### src/rtl/io_input_pkg.sv
// rtl/io_input_pkg.sv - shared constants for the input-port bank
//   IO_WORD_W        : CPU I/O bus word width
//   DEFAULT_BASE_SEL : word index (addr[7:2]) of port 0
//   status_ofs/mask_ofs : register offsets from BASE_SEL, as functions of NPORTS
package io_input_pkg;

  localparam int IO_WORD_W = 32;
  localparam logic [5:0] DEFAULT_BASE_SEL = 6'h30;

  // STATUS sits directly after the last port, MASK right after STATUS.
  function automatic int status_ofs(input int nports);
    return nports;
  endfunction

  function automatic int mask_ofs(input int nports);
    return nports + 1;
  endfunction

endpackage

### src/rtl/io_input_sync.sv
// rtl/io_input_sync.sv - one port's multi-stage synchroniser with change detect
//   clk   in  : sampling clock
//   reset in  : synchronous active-high, flushes every stage to 0
//   d_in  in  : asynchronous input bus
//   q_out out : synchronised value (last stage)
//   chg   out : last two stages differ, i.e. q_out changes on the next edge
module io_input_sync #(
  parameter int WIDTH       = 32,
  parameter int SYNC_STAGES = 2
) (
  input  logic             clk,
  input  logic             reset,
  input  logic [WIDTH-1:0] d_in,
  output logic [WIDTH-1:0] q_out,
  output logic             chg
);

  logic [WIDTH-1:0] s_q [SYNC_STAGES];
  logic [WIDTH-1:0] s_d [SYNC_STAGES];

  always_comb begin
    s_d[0] = d_in;
    for (int i = 1; i < SYNC_STAGES; i++) begin
      s_d[i] = s_q[i-1];
    end
  end

  always_ff @(posedge clk) begin
    for (int i = 0; i < SYNC_STAGES; i++) begin
      if (reset) begin
        s_q[i] <= '0;
      end else begin
        s_q[i] <= s_d[i];
      end
    end
  end

  assign q_out = s_q[SYNC_STAGES-1];
  // Sampled by the flag register on the same edge the new value lands in
  // the last stage, so the flag and the visible value move together.
  assign chg   = (s_q[SYNC_STAGES-2] != s_q[SYNC_STAGES-1]);

endmodule

### src/rtl/io_input_bank.sv
// rtl/io_input_bank.sv - memory-mapped input-port bank with sticky change flags and irq
//   io_clk       in  : I/O clock
//   reset        in  : synchronous active-high
//   addr         in  : bus address, only addr[7:2] decoded
//   io_wr        in  : write strobe
//   io_wdata     in  : write data
//   in_port      in  : NPORTS buses of WIDTH bits, asynchronous
//   io_read_data out : combinational read mux
//   irq          out : |(chg_flag & irq_mask)
module io_input_bank
  import io_input_pkg::*;
#(
  parameter int         NPORTS      = 2,
  parameter int         WIDTH       = 32,
  parameter logic [5:0] BASE_SEL    = DEFAULT_BASE_SEL,
  parameter int         SYNC_STAGES = 2
) (
  input  logic                    io_clk,
  input  logic                    reset,
  input  logic [31:0]             addr,
  input  logic                    io_wr,
  input  logic [31:0]             io_wdata,
  input  logic [NPORTS*WIDTH-1:0] in_port,
  output logic [31:0]             io_read_data,
  output logic                    irq
);

  localparam int         STATUS_OFS = status_ofs(NPORTS);
  localparam int         MASK_OFS   = mask_ofs(NPORTS);
  localparam logic [5:0] STATUS_SEL = 6'(int'(BASE_SEL) + STATUS_OFS);
  localparam logic [5:0] MASK_SEL   = 6'(int'(BASE_SEL) + MASK_OFS);

  if ((int'(BASE_SEL) + MASK_OFS > 63) || (WIDTH < 1) || (WIDTH > IO_WORD_W) ||
      (SYNC_STAGES < 2) || (NPORTS < 1) || (NPORTS > 16)) begin : g_bad_params
    $error("io_input_bank: illegal parameter combination");
  end

  logic [5:0] idx;
  logic       is_status;
  logic       is_mask;
  logic       addr_unused;
  logic       wdata_unused;

  assign idx          = addr[7:2];
  assign is_status    = (idx == STATUS_SEL);
  assign is_mask      = (idx == MASK_SEL);
  assign addr_unused  = ^{addr[31:8], addr[1:0]};
  assign wdata_unused = ^io_wdata[IO_WORD_W-1:NPORTS];

  logic [NPORTS-1:0][WIDTH-1:0] port_val;
  logic [NPORTS-1:0]            chg_pulse;

  for (genvar k = 0; k < NPORTS; k++) begin : g_sync
    io_input_sync #(
      .WIDTH      (WIDTH),
      .SYNC_STAGES(SYNC_STAGES)
    ) u_sync (
      .clk  (io_clk),
      .reset(reset),
      .d_in (in_port[k*WIDTH +: WIDTH]),
      .q_out(port_val[k]),
      .chg  (chg_pulse[k])
    );
  end

  logic [NPORTS-1:0] chg_flag_q, chg_flag_d;
  logic [NPORTS-1:0] irq_mask_q, irq_mask_d;
  logic [NPORTS-1:0] clr_bits;

  always_comb begin
    clr_bits   = '0;
    irq_mask_d = irq_mask_q;
    if (io_wr && is_status) begin
      clr_bits = io_wdata[NPORTS-1:0];
    end
    if (io_wr && is_mask) begin
      irq_mask_d = io_wdata[NPORTS-1:0];
    end
    // Set after clear: a change landing on a W1C edge is not lost.
    chg_flag_d = (chg_flag_q & ~clr_bits) | chg_pulse;
  end

  always_ff @(posedge io_clk) begin
    if (reset) begin
      chg_flag_q <= '0;
      irq_mask_q <= '0;
    end else begin
      chg_flag_q <= chg_flag_d;
      irq_mask_q <= irq_mask_d;
    end
  end

  always_comb begin
    io_read_data = '0;
    for (int k = 0; k < NPORTS; k++) begin
      if (idx == 6'(int'(BASE_SEL) + k)) begin
        io_read_data[WIDTH-1:0] = port_val[k];
      end
    end
    if (is_status) begin
      io_read_data[NPORTS-1:0] = chg_flag_q;
    end
    if (is_mask) begin
      io_read_data[NPORTS-1:0] = irq_mask_q;
    end
  end

  assign irq = |(chg_flag_q & irq_mask_q);

endmodule

### config.mk
export PLATFORM = sky130hd
export DESIGN_NAME = io_input_bank
export DESIGN_NICKNAME = d
export VERILOG_FILES = /design/src/rtl/io_input_pkg.sv /design/src/rtl/io_input_sync.sv /design/src/rtl/io_input_bank.sv
export SDC_FILE = /design/constraint.sdc
export NUM_CORES = 1
export LEC_CHECK = 0
export CAP_MARGIN = 20
export CORE_MARGIN = 10
export CORE_UTILIZATION = 45
export DETAILED_ROUTE_END_ITERATION = 10
export PLACE_DENSITY = 0.9
export SYNTH_ARGS = -nofsm -noshare
export SYNTH_HDL_FRONTEND = slang
export SYNTH_SLANG_ARGS = --single-unit
### constraint.sdc
create_clock -name io_clk -period 2 [get_ports io_clk]
set_input_delay 0.6 -clock io_clk [delete_from_list [all_inputs] [get_ports io_clk]]
set_output_delay 0.6 -clock io_clk [all_outputs]
set_load 0.005 [all_outputs]
Word level (Yosys, flattened, before mapping)
Memory sizes are Yosys's and may differ from the RTL's.
Index checks and enable logic that the tools add are counted.
Storage, ports and cells
  bits in registers: 4
  latch bits: 0
  bits in writable memories: 128
  memory bits (read-only): 0
  input bits: 131
  memories: 2
Memory list
  g_sync[0].u_sync.s_q: words 2, bits a word 32, read ports 2, clocked after memory_dff 0, write ports 2, line io_input_sync.sv:18  | logic [WIDTH-1:0] s_q [SYNC_STAGES];
  g_sync[1].u_sync.s_q: words 2, bits a word 32, read ports 2, clocked after memory_dff 0, write ports 2, line io_input_sync.sv:18
Cells by class
  $add $sub $neg: 0
  multipliers: 0
  div/mod/pow operators: 0
  magnitude comparators: 0
  equality and inequality tests: 6
  shifts and indexed selects: 0
  muxes and demuxes: 12
  bitwise operators: 8
  reductions and logical operators: 3
Operators by type and width (count)
  32-bit two-way mux: 6
  32-bit inequality test: 2
  6-bit == test, second input constant: 4
  2-bit two-way mux: 3
  2-bit AND: 2
  1-bit OR: 4
  1-bit two-way mux: 3
  1-bit logical AND: 2
  2-bit NOT: 1
  2-bit OR: 1
  2-bit OR reduction: 1

Depth between registers and ports, before layout
Gate-level depths: netlist of run 1.
  depth after elaboration: 6
  mapped depth: 5
  gate-level depth less buffers: 4

Modules after synthesis
Synthesis of run 1 repeated with hierarchy kept, for this count alone.
Unflattened totals
  cells, all modules: 421
  area total of the unflattened synthesis: 4804.6 sq um
By module, submodules not included
  io_input_sync: times used 2, cells an instance 178, area an instance 2097.0 sq um, sequential area each 1281.2 sq um
  io_input_bank: times used 1, cells an instance 65, area an instance 610.6 sq um, sequential area each 80.1 sq um

Worst setup path before layout of run 1
OpenSTA, ideal clock, no wires.
  path type: input port to output port
  from: input port addr[2]
  to: output port io_read_data[0]
  data arrival time: 1.375 ns
  required time: 1.400 ns
  path slack: 0.025 ns
  stages on the path: 3
  path buffers: 1
  cell sequence: buf_2 -> mux4_2 -> nor2b_1
On the way
  cells in the longest elaborated chain, start to end: 5
RTL lines
  start, declared: line io_input_bank.sv:20  | input logic [31:0] addr,
  6-bit == test: line io_input_bank.sv:96  | if (idx == 6'(int'(BASE_SEL) + k)) begin
  32-bit two-way mux (2 in a row): line io_input_bank.sv:96
  2-bit two-way mux: line io_input_bank.sv:100  | if (is_status) begin
  2-bit two-way mux (*): line io_input_bank.sv:103  | if (is_mask) begin
  end, declared: line io_input_bank.sv:24  | output logic [31:0] io_read_data,
Every way passes the cells marked *; elsewhere a longest branch is shown, timed or not.

Final worst setup path of run 1
  from: input port addr[4]
  to: output port io_read_data[15]
On the way
  cells in the longest elaborated chain, start to end: 3
RTL lines (line)
  6-bit == test: io_input_bank.sv:96
  32-bit two-way mux: io_input_bank.sv:96
  32-bit two-way mux (*): io_input_bank.sv:96
Marked as above.

==> impl_results.md, run 1 <==
- Run status: complete, but fails checks
- Violations in the final reports: negative setup slack
- Final #Nets: ~700
- Worst Setup Path Type: in -> out
- WP data arrival: between 1.5 and 2 ns
- Count of different cell masters after synthesis: 19
- Total number of vias: 3390
- Floorplan die area: ~0.015 mm^2
- Cell family with the largest share of critical-path delay: simple AND/OR/NAND/NOR gates
- Post-layout utilization of the core: approximately two thirds
- Cell count of the worst reg-to-reg path: 4
- Chip width: about 120 um
- Setup repair after global routing missed its margin: true
- Initial Utilization: approximately 46%
- Cell internal pwr: between 0.004 and 0.005 W
- Crit path buffers/inverters: 4
- Power density of the placed cells: 908.4 mW/mm^2
- Critical register-to-register path startpoint: g_sync[0].u_sync.s_q[1][3]
- Endpoint of the worst setup timing path: io_read_data[15]
- Clock-pin slew on the worst setup and hold paths: 0.06 ns
- Sequential group share of total power: a little under half
- Cell occurring most often along the worst timing path: sky130_fd_sc_hd__buf_12
- Drt pass-1 iters: 4
- Proportion of layout cells with a drive suffix above 1: between 20% and 30%
- Post-Synthesis Mean Instance Area: approximately 11 um^2
- Max stage delay on crit path: approximately 0.31 ns
- Uppermost layer routed: met4
- CTS Buf Count: 17
- Time the final worst path needs with I/O delays and setup: approximately 2.3 ns
- Max IR drop VDD: 0.5112 mV
- Number of instances in the synthesized netlist: between 400 and 500
- Deepest clock path buffer count: 2
- Detail-routed via count per cell: 4.715
- Register area share after synthesis: 54.89%
- Die height: 123.4 um
- DPL Wire Length: around 8.6 mm
- Met1 WL: 4.612 mm
- Diodes inserted: 0
- Worst slew pin tran: roughly 0.51 ns
- Crit path launch type: input pin
- Insertion delay of the later-clocked pin in the worst-skew pair: 0.51 ns
- Number of antenna violations at the first check in global routing: 0
- Leakage component of the power: between 2 and 3 nW
- Relative contribution of combinational cells to total power: ~9%
- Warnings from Yosys: 0
- I/O Buffers: between 100 and 150
- Count of final hold-check violations: 0
- Worst R2R End: chg_flag_q[0]
- Worst path setup slack after routing: -0.3026 ns
- Total track usage: between 15 and 20%
- Reg2Reg Setup Slack: 0.29 ns
- Summed instance area of the synthesized netlist: roughly 0.0048 mm^2
- Synthesis-to-finish area growth: 42.57%
- Number of max-slew violations in the final report: 0
- Core footprint: approximately 0.010 mm^2
- Routed wirelength normalized by instance count: between 15 and 20 um
- Sum of overflow across all layers after global routing: 0
- Post-CTS Hold Buffers: 0
- Clock network fraction of design power: 45.4%
- IO Pins: 164
- Final instance area: just under 0.007 mm^2
- Iter 0 DRT Violations: between 150 and 200
- Path class of the lowest-slack min-delay path: reg -> reg
- Via count of the first global-routing pass: about 3800
- Critical path peak fanout: 6
- Met3 Wirelength: roughly 740 um
- CP cell instances: buf_6 > nand4bb_4 > or2_4 > buf_12 > buf_12 > nor2_4 > buf_2
- Post-Place Cell Area: just over 0.006 mm^2
- TritonCTS sink count: around 130
- Clock tree from TritonCTS: done
- Relative max-transition margin: between 60% and 70%
- Post-Synthesis Net Count: roughly 580
- Total Power Consumption: 0.006235 W
- Logic depth of the worst path, buffers included: 7
- Achievable Freq: 434.3 MHz
- Clock Skews: 0.008877 ns
- Root Buffer: sky130_fd_sc_hd__clkbuf_8
- Type of element capturing the critical path: primary output
- Share of the synthesized area in the top cell type: 54.89%
- Synthesized flop and latch total: ~130
- Count of standard-cell rows: 37
- RD Place Congestion: 0.8543
- Setup slack at placement: -1.025 ns
- Data required time at the worst endpoint: 1.40 ns
- Global-route wire length before repair: ~19 mm
- Launching element of the worst setup path: addr[4]
- Final wirelength: around 12 mm
- Number of max-cap violations: 0
- Slowest-stage cell, CP: sky130_fd_sc_hd__or2_4
- Area contributors post-synth: sky130_fd_sc_hd__dfxtp_1, sky130_fd_sc_hd__nor2b_1, sky130_fd_sc_hd__xnor2_1
- Power spent charging and discharging nets: 0.001357 W
- Remaining number of nets flagged by the antenna check after routing: 0
- Detailed-route DRC error count: 0
- Met2 wire length: between 6 and 7 mm
- Synth area leader: sky130_fd_sc_hd__dfxtp_1
- Level count of the clock H-tree: 4
- Switching Share: a little over a fifth
- Final-report setup violation count: 32
- Largest net degree at the start of global routing: 83
- Share of the clock period used by the worst path: 115.1%
==> layer usage <==
layer	track usage, %	up-vias
li1	-	1684
met1	16.76	1578
met2	28.50	102
met3	4.649	26
met4	8.661	0
met5	0	-
==> cell usage in the layout (no fill, tap or decap), drive strengths merged <==
| cell type | Yosys | routed |
|---|---|---|
| clkdlybuf4s15 | 0 | 1 |
| a21bo | 2 | 2 |
| a22o | 1 | 1 |
| nor2 | 32 | 32 |
| buf | 8 | 62 |
| inv | 1 | 1 |
| clkbuf | 13 | 20 |
| nor3 | 1 | 1 |
| mux2i | 32 | 32 |
| clkinv | 0 | 7 |
| dfxtp | 132 | 132 |
| nor4 | 4 | 4 |
| or3 | 1 | 1 |
| or2 | 1 | 1 |
| a31oi | 2 | 2 |
| nor2b | 130 | 130 |
| bufinv | 0 | 2 |
| clkdlybuf4s50 | 0 | 67 |
| nand4bb | 1 | 1 |
| xnor2 | 64 | 64 |
| mux4 | 2 | 2 |
| nand4 | 16 | 16 |
| nand2 | 1 | 1 |
| clkinvlp | 0 | 1 |
==> how the worst min path moves through the flow <==
| stage | startpoint | endpoint | slack [ns] | cells after the start |
|---|---|---|---|---|
| 2_1_floorplan | g_sync[0].u_sync.s_q[0][0] | g_sync[0].u_sync.s_q[1][0] | 0.46 | 1 |
| 3_3_place_gp | g_sync[0].u_sync.s_q[0][17] | g_sync[0].u_sync.s_q[1][17] | 0.47 | 1 |
| 3_5_place_dp | g_sync[1].u_sync.s_q[0][25] | g_sync[1].u_sync.s_q[1][25] | 0.47 | 1 |
| 4_1_cts | g_sync[0].u_sync.s_q[0][18] | g_sync[0].u_sync.s_q[1][18] | 0.48 | 1 |
| 5_1_grt | g_sync[0].u_sync.s_q[0][18] | g_sync[0].u_sync.s_q[1][18] | 0.49 | 1 |
| 6_report | g_sync[0].u_sync.s_q[0][18] | g_sync[0].u_sync.s_q[1][18] | 0.47 | 1 |
==> through the flow <==
step / hold WS [ns] / std cells / setup TNS (ns)
after CTS: 0.4759 / 717 / -7.976
after global routing: 0.4871 / 719 / -7.530
after detailed placement: 0.4674 / 678 / -31.18
after global placement: 0.4662 / 678 / -29.44
final: 0.4713 / 719 / -6.324
after floorplan: 0.4590 / 444 / 0
==> cell usage after synthesis <==
cell                        number
sky130_fd_sc_hd__xnor2_1        64
sky130_fd_sc_hd__nor4_1          4
sky130_fd_sc_hd__nand4_1        16
sky130_fd_sc_hd__inv_2           1
sky130_fd_sc_hd__a22o_1          1
sky130_fd_sc_hd__a21bo_2         2
sky130_fd_sc_hd__nand4bb_4       1
sky130_fd_sc_hd__a31oi_1         2
sky130_fd_sc_hd__nand2_1         1
sky130_fd_sc_hd__clkbuf_1       13
sky130_fd_sc_hd__or3_4           1
sky130_fd_sc_hd__mux4_2          2
sky130_fd_sc_hd__nor2_1         32
sky130_fd_sc_hd__dfxtp_1       132
sky130_fd_sc_hd__or2_1           1
sky130_fd_sc_hd__mux2i_1        32
sky130_fd_sc_hd__buf_2           8
sky130_fd_sc_hd__nor2b_1       130
sky130_fd_sc_hd__nor3_1          1
==> sequential cells by signal, indices dropped and copies added, names as in the netlist <==
name and count:
chg_flag_q 2, irq_mask_q 2, g_sync.u_sync.s_q 128
==> power groups by stage <==
stage / combinational (W) / clock (W) / sequential [W]
after floorplan: 0.000287 / 0 / 0.00287
after global placement: 0.000520 / 0 / 0.00289
after detailed placement: 0.000531 / 0 / 0.00289
after CTS: 0.000560 / 0.00288 / 0.00284
after global routing: 0.000602 / 0.00301 / 0.00285
final: 0.000561 / 0.00283 / 0.00284
==> logic make-up after synthesis <==
| group | synth area share (%) |
|---|---|
| multiplexers | 7.588 |
| AND/OR/NAND/NOR | 23.10 |
| flip-flops | 54.89 |
| buffers and inverters | 1.923 |
| XOR/XNOR | 11.64 |
| AO/OA/AOI/OAI | 0.8576 |
==> final cells by class <==
| cell class | count | area (um^2) |
|---|---|---|
| Clock buffer | 20 | 435.4 |
| Clock inverter | 10 | 110.1 |
| Timing Repair Buffer | 130 | 1214 |
| Inverter | 1 | 3.754 |
| Fill cell | 770 | 3506 |
| Tap cell | 136 | 170.2 |
| Multi-Input combinational cell | 290 | 2278 |
| Sequential cell | 132 | 2653 |
==> repair_timing <==
action / in CTS / in global routing
endpoints found under the setup margin: 33 / 32
setup buffers: 8 / 3
gates resized for setup: 211 / 17
gates cloned: 1 / 0
pin swaps: 30 / 4
(Power assumes the default switching activity.)
==> run 2, diff against run 1 <==
Settings changed: CTS_CLUSTER_SIZE set to 10, SLEW_MARGIN set to 20.
==> results of run 2 <==
The final DEF is identical to that of run 1; final timing and power are the same.
